--- config.mk ---
export PLATFORM = sky130hd
export DESIGN_NAME = adc_udp_framer
export DESIGN_NICKNAME = d
export VERILOG_FILES = /design/src/rtl/adc_eth_pkg.sv /design/src/rtl/adc_udp_framer.sv
export SDC_FILE = /design/constraint.sdc
export NUM_CORES = 1
export LEC_CHECK = 0
export ABC_AREA = 1
export CAP_MARGIN = 20
export CORE_AREA = 2 2 149 151
export DETAILED_ROUTE_END_ITERATION = 16
export DIE_AREA = 0 0 151 153
export PLACE_DENSITY = 0.66
export SYNTH_ARGS = -nofsm -noshare
export SYNTH_HDL_FRONTEND = slang
export SYNTH_SLANG_ARGS = --single-unit
--- constraint.sdc ---
create_clock -name logic_clk -period 3.4 [get_ports logic_clk]
set_input_delay 0.34 -clock logic_clk [delete_from_list [all_inputs] [get_ports logic_clk]]
set_output_delay 0.34 -clock logic_clk [all_outputs]
set_load 0.01 [all_outputs]
--- src/rtl/adc_eth_pkg.sv ---
// Shared types and protocol constants for the ADC-to-UDP framer.
package adc_eth_pkg;

  typedef enum logic [1:0] {
    ST_IDLE,
    ST_HDR,
    ST_SEQ,
    ST_DATA
  } framer_state_t;

  localparam logic [15:0] ETH_TYPE_IPV4 = 16'h0800;
  localparam logic [7:0]  IP_PROTO_UDP  = 8'd17;
  localparam int          UDP_HDR_BYTES = 8;
  localparam int          SEQ_BYTES     = 4;

  // UDP length field: UDP header + sequence word + two bytes per sample.
  function automatic logic [15:0] udp_len(input int samples);
    return 16'(UDP_HDR_BYTES + SEQ_BYTES + 2 * samples);
  endfunction

endpackage

--- src/rtl/adc_udp_framer.sv ---
// Packs 16-bit ADC samples into UDP datagrams: header handshake, 32-bit
// big-endian sequence number, then samples high byte first.
//
// state | meaning
// IDLE  | waiting for enable to start a datagram
// HDR   | presenting header fields until the UDP stack accepts them
// SEQ   | sending the four sequence-number bytes
// DATA  | streaming samples; phase 0 = high byte, phase 1 = captured low byte
module adc_udp_framer
  import adc_eth_pkg::*;
#(
  parameter int          SAMPLES_PER_PKT = 256,
  parameter logic [47:0] LOCAL_MAC       = 48'h02_00_00_00_00_00,
  parameter logic [47:0] DEST_MAC        = 48'hFF_FF_FF_FF_FF_FF,
  parameter logic [31:0] LOCAL_IP        = 32'hC0A8_0180,
  parameter logic [31:0] DEST_IP         = 32'hC0A8_0101,
  parameter logic [15:0] SRC_PORT        = 16'd1234,
  parameter logic [15:0] DEST_PORT       = 16'd1234,
  // Value seq_num takes on reset; nonzero only for bring-up of wrap behaviour.
  parameter logic [31:0] SEQ_RESET       = 32'h0000_0000
) (
  input  logic        logic_clk,
  input  logic        logic_rst,
  input  logic        enable,

  input  logic [15:0] s_adc_tdata,
  input  logic        s_adc_tvalid,
  output logic        s_adc_tready,

  output logic        m_udp_hdr_valid,
  input  logic        m_udp_hdr_ready,
  output logic [47:0] m_eth_dest_mac,
  output logic [47:0] m_eth_src_mac,
  output logic [15:0] m_eth_type,
  output logic [3:0]  m_ip_version,
  output logic [3:0]  m_ip_ihl,
  output logic [5:0]  m_ip_dscp,
  output logic [1:0]  m_ip_ecn,
  output logic [15:0] m_ip_identification,
  output logic [2:0]  m_ip_flags,
  output logic [12:0] m_ip_fragment_offset,
  output logic [7:0]  m_ip_ttl,
  output logic [7:0]  m_ip_protocol,
  output logic [15:0] m_ip_header_checksum,
  output logic [31:0] m_ip_source_ip,
  output logic [31:0] m_ip_dest_ip,
  output logic [15:0] m_udp_source_port,
  output logic [15:0] m_udp_dest_port,
  output logic [15:0] m_udp_length,
  output logic [15:0] m_udp_checksum,

  output logic [7:0]  m_udp_payload_axis_tdata,
  output logic        m_udp_payload_axis_tvalid,
  input  logic        m_udp_payload_axis_tready,
  output logic        m_udp_payload_axis_tlast,
  output logic        m_udp_payload_axis_tuser,

  output logic        busy,
  output logic [31:0] seq_num
);

  localparam int          CNT_W       = 10;
  localparam logic [CNT_W-1:0] LAST_SAMPLE = CNT_W'(SAMPLES_PER_PKT - 1);

  framer_state_t    state_q, state_d;
  logic [31:0]      seq_q, seq_d;
  logic [1:0]       byte_idx_q, byte_idx_d;
  logic [CNT_W-1:0] sample_cnt_q, sample_cnt_d;
  logic             phase_q, phase_d;
  logic [7:0]       low_q, low_d;

  always_ff @(posedge logic_clk or posedge logic_rst) begin
    if (logic_rst) begin
      state_q      <= ST_IDLE;
      seq_q        <= SEQ_RESET;
      byte_idx_q   <= '0;
      sample_cnt_q <= '0;
      phase_q      <= 1'b0;
      low_q        <= '0;
    end else begin
      state_q      <= state_d;
      seq_q        <= seq_d;
      byte_idx_q   <= byte_idx_d;
      sample_cnt_q <= sample_cnt_d;
      phase_q      <= phase_d;
      low_q        <= low_d;
    end
  end

  always_comb begin
    state_d                   = state_q;
    seq_d                     = seq_q;
    byte_idx_d                = byte_idx_q;
    sample_cnt_d              = sample_cnt_q;
    phase_d                   = phase_q;
    low_d                     = low_q;
    m_udp_hdr_valid           = 1'b0;
    s_adc_tready              = 1'b0;
    m_udp_payload_axis_tvalid = 1'b0;
    m_udp_payload_axis_tdata  = 8'h00;
    m_udp_payload_axis_tlast  = 1'b0;

    case (state_q)
      ST_IDLE: begin
        if (enable) state_d = ST_HDR;
      end

      ST_HDR: begin
        m_udp_hdr_valid = 1'b1;
        if (m_udp_hdr_ready) begin
          state_d    = ST_SEQ;
          byte_idx_d = '0;
        end
      end

      ST_SEQ: begin
        m_udp_payload_axis_tvalid = 1'b1;
        case (byte_idx_q)
          2'd0:    m_udp_payload_axis_tdata = seq_q[31:24];
          2'd1:    m_udp_payload_axis_tdata = seq_q[23:16];
          2'd2:    m_udp_payload_axis_tdata = seq_q[15:8];
          default: m_udp_payload_axis_tdata = seq_q[7:0];
        endcase
        if (m_udp_payload_axis_tready) begin
          if (byte_idx_q == 2'd3) begin
            state_d      = ST_DATA;
            sample_cnt_d = '0;
            phase_d      = 1'b0;
          end else begin
            byte_idx_d = byte_idx_q + 2'd1;
          end
        end
      end

      ST_DATA: begin
        if (!phase_q) begin
          // High byte passes straight through so the ADC sees real backpressure.
          s_adc_tready              = m_udp_payload_axis_tready;
          m_udp_payload_axis_tvalid = s_adc_tvalid;
          m_udp_payload_axis_tdata  = s_adc_tdata[15:8];
          if (s_adc_tvalid && m_udp_payload_axis_tready) begin
            low_d   = s_adc_tdata[7:0];
            phase_d = 1'b1;
          end
        end else begin
          m_udp_payload_axis_tvalid = 1'b1;
          m_udp_payload_axis_tdata  = low_q;
          m_udp_payload_axis_tlast  = (sample_cnt_q == LAST_SAMPLE);
          if (m_udp_payload_axis_tready) begin
            phase_d = 1'b0;
            if (sample_cnt_q == LAST_SAMPLE) begin
              state_d      = ST_IDLE;
              sample_cnt_d = '0;
              seq_d        = seq_q + 32'd1;
            end else begin
              sample_cnt_d = sample_cnt_q + 1'b1;
            end
          end
        end
      end

      default: state_d = ST_IDLE;
    endcase
  end

  assign m_eth_dest_mac       = DEST_MAC;
  assign m_eth_src_mac        = LOCAL_MAC;
  assign m_eth_type           = ETH_TYPE_IPV4;
  assign m_ip_version         = 4'd4;
  assign m_ip_ihl             = 4'd5;
  assign m_ip_dscp            = 6'd0;
  assign m_ip_ecn             = 2'd0;
  assign m_ip_identification  = seq_q[15:0];
  assign m_ip_flags           = 3'b010;
  assign m_ip_fragment_offset = 13'd0;
  assign m_ip_ttl             = 8'd64;
  assign m_ip_protocol        = IP_PROTO_UDP;
  assign m_ip_header_checksum = 16'd0;
  assign m_ip_source_ip       = LOCAL_IP;
  assign m_ip_dest_ip         = DEST_IP;
  assign m_udp_source_port    = SRC_PORT;
  assign m_udp_dest_port      = DEST_PORT;
  assign m_udp_length         = udp_len(SAMPLES_PER_PKT);
  assign m_udp_checksum       = 16'd0;

  assign m_udp_payload_axis_tuser = 1'b0;
  assign busy                     = (state_q != ST_IDLE);
  assign seq_num                  = seq_q;

endmodule
=== After elaboration in Yosys (flattened, before gate mapping) ===
Index checks and enable logic that the tools add are counted.

* Register bits: 55
* Input port bits: 22

* Bitwise operators: 1
* Muxes and demuxes: 34
* Equality and inequality tests: 15
* Add/subtract/negate cells: 3
* Reductions and logical operators: 12

{| class="wikitable"
|+ Operators with widths
! operator !! count
|-
| 10-bit two-way mux || 5
|-
| 32-bit by 1-bit adder with 32-bit output, second input constant || 1
|-
| 8-bit one-hot mux with 3 select lines || 1
|-
| 2-bit two-way mux || 10
|-
| 10-bit one-hot mux with 2 select lines || 1
|-
| 2-bit != test, second input constant || 8
|-
| 8-bit one-hot mux with 2 select lines || 1
|-
| 1-bit two-way mux || 11
|-
| 10-bit by 1-bit adder with 10-bit output, second input constant || 1
|-
| 10-bit by 8-bit == test with 1-bit output, second input constant || 1
|-
| 2-bit == test, second input constant || 4
|-
| 8-bit two-way mux || 1
|-
| 2-bit one-hot mux with 4 select lines || 1
|-
| 4-bit AND reduction || 2
|-
| 7-bit AND reduction || 1
|-
| 3-bit AND reduction || 2
|-
| 2-bit nonzero test || 3
|-
| 5-bit AND reduction || 1
|-
| 2-bit by 1-bit == test with 1-bit output, second input constant || 2
|-
| 2-bit logical NOT || 2
|-
| 1-bit one-hot mux with 2 select lines || 2
|-
| 2-bit one-hot mux with 2 select lines || 1
|-
| 2-bit by 1-bit adder with 2-bit output, second input constant || 1
|-
| 1-bit logical AND || 1
|-
| 1-bit inverter || 1
|}

=== Depth between registers and ports, before layout ===
Gate-level depths: netlist of the first run.

* Word-level depth: 5
* Gate-level depth with buffers: 10

=== Worst setup path after synthesis of the first run ===
Ideal clock, no wire load.

* Kind: register to output
* Start: register byte_idx_q[0]
* End: output m_udp_payload_axis_tdata[2]
* Stages on the path, launching flop included: 7
* Path buffers: 1
* Setup slack: 1.720 ns
* Required time: 3.060 ns
* Arrival time: 1.340 ns
* Cells stage by stage: dfrtp_1 -> ha_1 -> inv_1 -> clkbuf_1 -> o21ai_0 -> o221ai_1 -> nand2_1

* Cells in the longest elaborated chain, start to end: 3

{| class="wikitable"
|+ RTL lines
! item !! RTL line !! source
|-
| start, declared || adc_udp_framer.sv:67 || <nowiki>logic [1:0] byte_idx_q, byte_idx_d;</nowiki>
|-
| start signal, assigned || adc_udp_framer.sv:83 || <nowiki>byte_idx_q <= byte_idx_d;</nowiki>
|-
| 2-bit == test (tied with other cells) || adc_udp_framer.sv:118 || <nowiki>case (byte_idx_q)</nowiki>
|-
| 8-bit one-hot mux with 3 select lines (*) || adc_udp_framer.sv:118 ||
|-
| 8-bit one-hot mux with 2 select lines (*) || adc_udp_framer.sv:103 || <nowiki>case (state_q)</nowiki>
|-
| end, declared || adc_udp_framer.sv:52 || <nowiki>output logic [7:0] m_udp_payload_axis_tdata,</nowiki>
|}

Every way passes the cells marked *; elsewhere a longest branch is shown, timed or not.

=== Worst setup path in the final report of the first run ===
* Start: register state_q[0]
* End: output m_udp_payload_axis_tvalid

* Cells in the longest elaborated chain, start to end: 2

{| class="wikitable"
|+ RTL lines
! item !! RTL line !! source
|-
| start, declared || adc_udp_framer.sv:65 || <nowiki>framer_state_t state_q, state_d;</nowiki>
|-
| start signal, assigned || adc_udp_framer.sv:81 || <nowiki>state_q <= state_d;</nowiki>
|-
| 2-bit == test || adc_udp_framer.sv:103 ||
|-
| 1-bit one-hot mux with 2 select lines (*) || adc_udp_framer.sv:103 ||
|-
| end, declared || adc_udp_framer.sv:53 || <nowiki>output logic m_udp_payload_axis_tvalid,</nowiki>
|}

Marked as above.

==> metrics.txt, run 1 <==
outcome finished, final reports clean; ys flop type dfrtp_1; core area 21500 sq um; routed wl met3 1170 microns; cell area power density about 400 nW/um^2; Tcrit/Tclk final 0.785; synthesis-stage register bit count 55; worst hold path class input port to asynchronous set/reset pin; crit path DAT 2330 ps; WL/cell between 10 and 15 microns; Max Fclk 375 MHz; # Post-CTS Setup Buffers 0; # setup viols final 0; NumNets Final approximately 1000; Hold-fix buffers, CTS 0; synthesized area 6190 sq um; total wire length 14300 microns; # DRC 0; max-slew violation count 0; Max IR drop VDD roughly 0.00034 V; launch point of the worst path state_q[0]; Fin. Hold Viols 0; cells after synthesis about 900; initial antenna violation count 0; die span in y about 150 microns; Die Area 23100 sq um; Synth area leaders buf_4, dfrtp_1, nand2_1; Max Root-Sink Buffers 2; Max-cap violations 0; via count 4629; wire length on met2 6950 microns; WP data required 3060 ps; warnings from Yosys 0; actual slew at the worst max-slew pin around 570 ps; Finished Cell Area just over 6000 sq um; CTS H-tree depth 2; number of flops mapped to enable cells by yosys 0; most frequent cells in the layout conb_1, nand2_1, clkdlybuf4s50_1; CTS tree built; Iteration-0 DRC Markers 297; Cell Area, Placed 6030 sq um; Worst-Skew Late Latency around 300 ps; Tmin final 2670 ps; count of cell types in the netlist 34; post-DP HPWL 12000 microns; port buffer count 82; Clock transition at path regs 70 ps; Starting Density 0.288; Root Driver clkbuf_16; kind of critical path flop to output pin; IO Pins 388; Yosys top cell by area buf_4; vias in the first global route between 3000 and 4000; cts repair resizes 0; RSZ-0062 raised after global routing false; syn_area_per_cell 7.03 sq um; Area Growth Syn to Fin 0.587%; first-pass GRT wire length 20500 microns; skew final 8.85 ps; Worst Setup Start Kind flop; vias per cell 3.78; # fillers 2376; worst-path maximum fanout 15; aggregate global routing overflow 0; WL met1 5990 microns; share of layout cells above drive strength 1 0.0360; GRT Util Overall 0.114; Slew headroom 0.619; antenna-violating nets left 0; Num CTS Buffers 5; top-area cell type share of the netlist area 0.394; DR pass1 iterations 5; most common cell after layout, fill and taps aside conb_1; crit end category output pin; worst r2r src state_q[0]; Leak 3.13 nW; post-synthesis sequential area ratio 0.222; Fin Setup TNS 0 ps; number of rows in the core area 54; clock sink total 55; GP Congestion 0.922; # diodes 0; largest net degree at the start of global routing 31; die width 151 microns; Top Layer Used met4; asr flop ratio synth 1.00
-- routing by layer --
layer  up-vias  GRT usage
li1       2239          -
met1      2117      0.152
met2       258      0.191
met3        15     0.0224
met4         0     0.0245
met5         -          0
-- flip-flops by register name (all words and copies together), names as in the netlist --
| name | cells |
|---|---|
| low_q | 8 |
| state_q | 2 |
| sample_cnt_q | 10 |
| seq_num | 32 |
| phase_q | 1 |
| byte_idx_q | 2 |
-- final timing paths --
kind	slack [ps]	endpoint	cells past startpoint
max	730	m_udp_payload_axis_tvalid	5
min	410	sample_cnt_q[8]	2
max reg2reg	1160	sample_cnt_q[8]	6
min reg2reg	480	low_q[1]	2
max in group asynchronous	2160	byte_idx_q[1]	3
min in group logic_clk	480	low_q[1]	2
-- power by group --
part	total [W]	leakage (nW)	switching (W)	internal, W
Clock	0.000671	0.0911	0.000248	0.000423
Combinational	0.000991	2.30	0.000673	0.000318
Sequential	0.000852	0.733	0.0000939	0.000758
Total	0.00251	3.13	0.00101	0.00150
-- critical path, stage by stage, from the launching register on --
cell	delay (ps)
dfrtp_1	410
inv_1	120
ha_1	480
nor2_1	200
a31oi_1	230
clkdlybuf4s50_1	580
-- Yosys cell counts, types with 2 or more instances --
library cell and count:
o211ai_1 3, o21ai_0 27, nand2_1 213, o221ai_1 8, nor2_4 4, and3_1 3
buf_4 325, dfrtp_1 55, nor3_1 3, a21oi_1 7, xor2_1 8, nor2_2 6
nand4_1 16, nor3_4 3, nand2_2 4, buf_2 2, ha_1 12, nor2_1 61
inv_1 64, clkbuf_1 3, a22oi_1 8, buf_6 2, inv_2 3, nand3_1 29
conb_1 2
-- final cells by class --
class / count / area [sq um] / share of cell area
Sequential cell: 55 / 1380 / 0.221
Tap cell: 280 / 350 / 0.0563
Clock buffer: 6 / 129 / 0.0207
Clock inverter: 2 / 60.1 / 0.00965
Inverter: 68 / 256 / 0.0412
Timing Repair Buffer: 85 / 843 / 0.136
Multi-Input combinational cell: 728 / 3210 / 0.515
-- per-stage QoR --
step                      instances  power, W  hold slack, ps  setup slack (ps)   util
after detailed placement       1216   0.00186             463              1040  0.281
after global placement         1216   0.00183             456              1100  0.281
after CTS                      1224   0.00254             430               709  0.290
final                          1224   0.00251             406               732  0.290
after global routing           1224   0.00270             456               582  0.290
after floorplan                1183   0.00180             443              1720      -
-- logic make-up (layout without fill, tap and decap cells) --
kind of cell,Yosys count,after routing,share of synthesized area
buffers and inverters,400,161,0.443
AND/OR/NAND/NOR,347,347,0.243
AO/OA/AOI/OAI,56,56,0.0552
flip-flops,55,55,0.222
adder cells (fa/ha/maj),12,12,0.0243
XOR/XNOR,8,8,0.0113
other,2,305,0.00121
No activity file was read; power rests on OpenSTA's default activity.
==> inputs of run 2 (changes only) <==
--- a/config.mk
+++ b/config.mk
@@ -7,10 +7,10 @@
 export LEC_CHECK = 0
 export ABC_AREA = 1
 export CAP_MARGIN = 20
-export CORE_AREA = 2 2 149 151
+export CORE_AREA = 2 2 151 153
 export DETAILED_ROUTE_END_ITERATION = 16
-export DIE_AREA = 0 0 151 153
-export PLACE_DENSITY = 0.66
+export DIE_AREA = 0 0 153 155
+export PLACE_DENSITY = 0.67
 export SYNTH_ARGS = -nofsm -noshare
 export SYNTH_HDL_FRONTEND = slang
 export SYNTH_SLANG_ARGS = --single-unit
==> constraint.sdc (replaced) <==
create_clock -name logic_clk -period 2.34 [get_ports logic_clk]
set_input_delay 0.234 -clock logic_clk [delete_from_list [all_inputs] [get_ports logic_clk]]
set_output_delay 0.234 -clock logic_clk [all_outputs]
set_load 0.01 [all_outputs]
==> metrics.txt, run 2 (same netlist as run 1, synthesis figures left out) <==
worst hold path class input port to asynchronous set/reset pin; aggregate global routing overflow 0; Finished Cell Area 6400 sq um; multi-input logic area approximately 3300 sq um; Max-cap violations 0; clock sink total 55; Worst-Skew Late Latency 300 ps; outcome finished, final reports clean; first-pass GRT wire length around 21000 microns; DR pass1 iterations 5; # DRC 0; Iteration-0 DRC Markers around 250; # diodes 0; Fin Setup TNS 0 ps; GP Congestion ~0.86; # setup viols final 0; max-slew violation count 0; IO Pins ~390; vias in the first global route between 3000 and 4000; WP data required 2110 ps; Max IR drop VDD 0.000381 V; CTS H-tree depth 2; cell mode on critical path inv_1; post-DP HPWL about 12000 microns; kind of critical path flop to output pin; skew final 3.11 ps; Clock transition at path regs 70 ps; crit end category output pin; Cell Area, Placed between 6000 and 7000 sq um; port buffer count 82; Root Driver clkbuf_16; antenna-violating nets left 0; via count 4807; initial antenna violation count 0; Largest delay share family, worst path buffers and inverters; Area Growth Syn to Fin 3.54%; Tmin final around 2300 ps; worst hold slack 271 ps; Leak between 3 and 4 nW; die span in y about 160 microns; total wire length between 10000 and 15000 microns; largest net degree at the start of global routing 35; core area 22200 sq um; cell area power density 583 nW/um^2; GRT Util Overall 0.114; crit path DAT 2020 ps; worst-path cell chain inv_1 > ha_4 > inv_1 > a31oi_1 > clkdlybuf4s50_1; WL/cell 11.9 microns; NumNets Final 993; Max Fclk 443 MHz; Die Area 23700 sq um; most common cell after layout, fill and taps aside conb_1; final std cells w/o fill 1245; Worst Setup Start Kind flop; Tcrit/Tclk final 0.965; vias per cell 3.86; most frequent cells in the layout conb_1, nand2_1, clkdlybuf4s50_1; Fin. Hold Viols 0; share of layout cells above drive strength 1 0.0656; critical path buffer and inverter count 3; number of rows in the core area 55; placed cell count between 1000 and 1500; Max Root-Sink Buffers 2; Starting Density 0.278; die width 153 microns; Hold-fix buffers, CTS 0; # fillers around 2400; Num CTS Buffers 5; Reg area about 1400 sq um; CTS tree built; Max stage delay on crit path 590 ps; worst-path maximum fanout 6; slowest stage cell, crit path clkdlybuf4s50_1; Largest register FFs 32
-- run 2: changes by cell type in the layout (fill, tap and decap cells not counted), sizes merged --
cell | previous run | this run
buf | 3 | 19
clkdlybuf4s50 | 82 | 75
dlymetal6s2s | 0 | 4
dlygate4sd2 | 0 | 3
bufinv | 2 | 0
clkinvlp | 0 | 2
clkbuf | 6 | 7
inv | 67 | 66
-- run 2: path summary, 6_finish.rpt --
check | from | to | slack [ps] | cells past startpoint
setup / recovery | state_q[0] | m_udp_payload_axis_tvalid | 80 | 5
hold / removal | logic_rst | sample_cnt_q[7] | 270 | 2
setup reg to reg | sample_cnt_q[0] | seq_num[15] | 290 | 8
hold reg to reg | low_q[5] | low_q[5] | 480 | 2
max in group asynchronous | logic_rst | seq_num[7] | 1500 | 3
min in group logic_clk | s_adc_tdata[5] | low_q[5] | 460 | 3
-- run 2: layout make-up --
| type | instances | area share |
|---|---|---|
| multi-input cells | 728 | 0.509 |
| flip-flops and latches | 55 | 0.215 |
| repair buffers | 101 | 0.153 |
| well taps | 285 | 0.0557 |
| inverters | 68 | 0.0416 |
| clock buffers | 7 | 0.0238 |
| clock inverters | 1 | 0.00117 |
-- run 2: power by group --
group          internal (W)  switching, W
combinational      0.000615       0.00105
sequential          0.00110      0.000144
clock              0.000457      0.000368
total               0.00217       0.00156
-- run 2: routing by layer --
metal | vias up | GRT usage | routed length, microns
li1 | 2268 | - | -
met2 | 270 | 0.196 | 7190
met1 | 2260 | 0.153 | 6330
met5 | - | 0 | 0
met3 | 9 | 0.0198 | 1160
met4 | 0 | 0.0198 | 111
-- run 2: what timing repair did --
| action | CTS | global route |
|---|---|---|
| resized for setup | 14 | 11 |
| setup buffers | 1 | 5 |
| pin swaps | 2 | 1 |
| setup endpoints to repair | 10 | 7 |
-- run 2: stage by stage --
| stage | utilization | setup slack [ps] | total power (W) |
|---|---|---|---|
| after floorplan | - | 699 | 0.00261 |
| after global placement | 0.276 | 177 | 0.00271 |
| after detailed placement | 0.276 | 121 | 0.00275 |
| after CTS | 0.285 | 12.2 | 0.00364 |
| after global routing | 0.288 | -13.7 | 0.00401 |
| final | 0.288 | 83.0 | 0.00373 |
==> inputs of run 3 (changes only) <==
--- a/config.mk
+++ b/config.mk
@@ -6,7 +6,7 @@
 export NUM_CORES = 1
 export LEC_CHECK = 0
 export ABC_AREA = 1
-export CAP_MARGIN = 20
+export CAP_MARGIN = 30
 export CORE_AREA = 2 2 151 153
 export DETAILED_ROUTE_END_ITERATION = 16
 export DIE_AREA = 0 0 153 155
==> results of run 3 <==
Same layout as run 2: the final DEF is identical, and so are final timing and power.
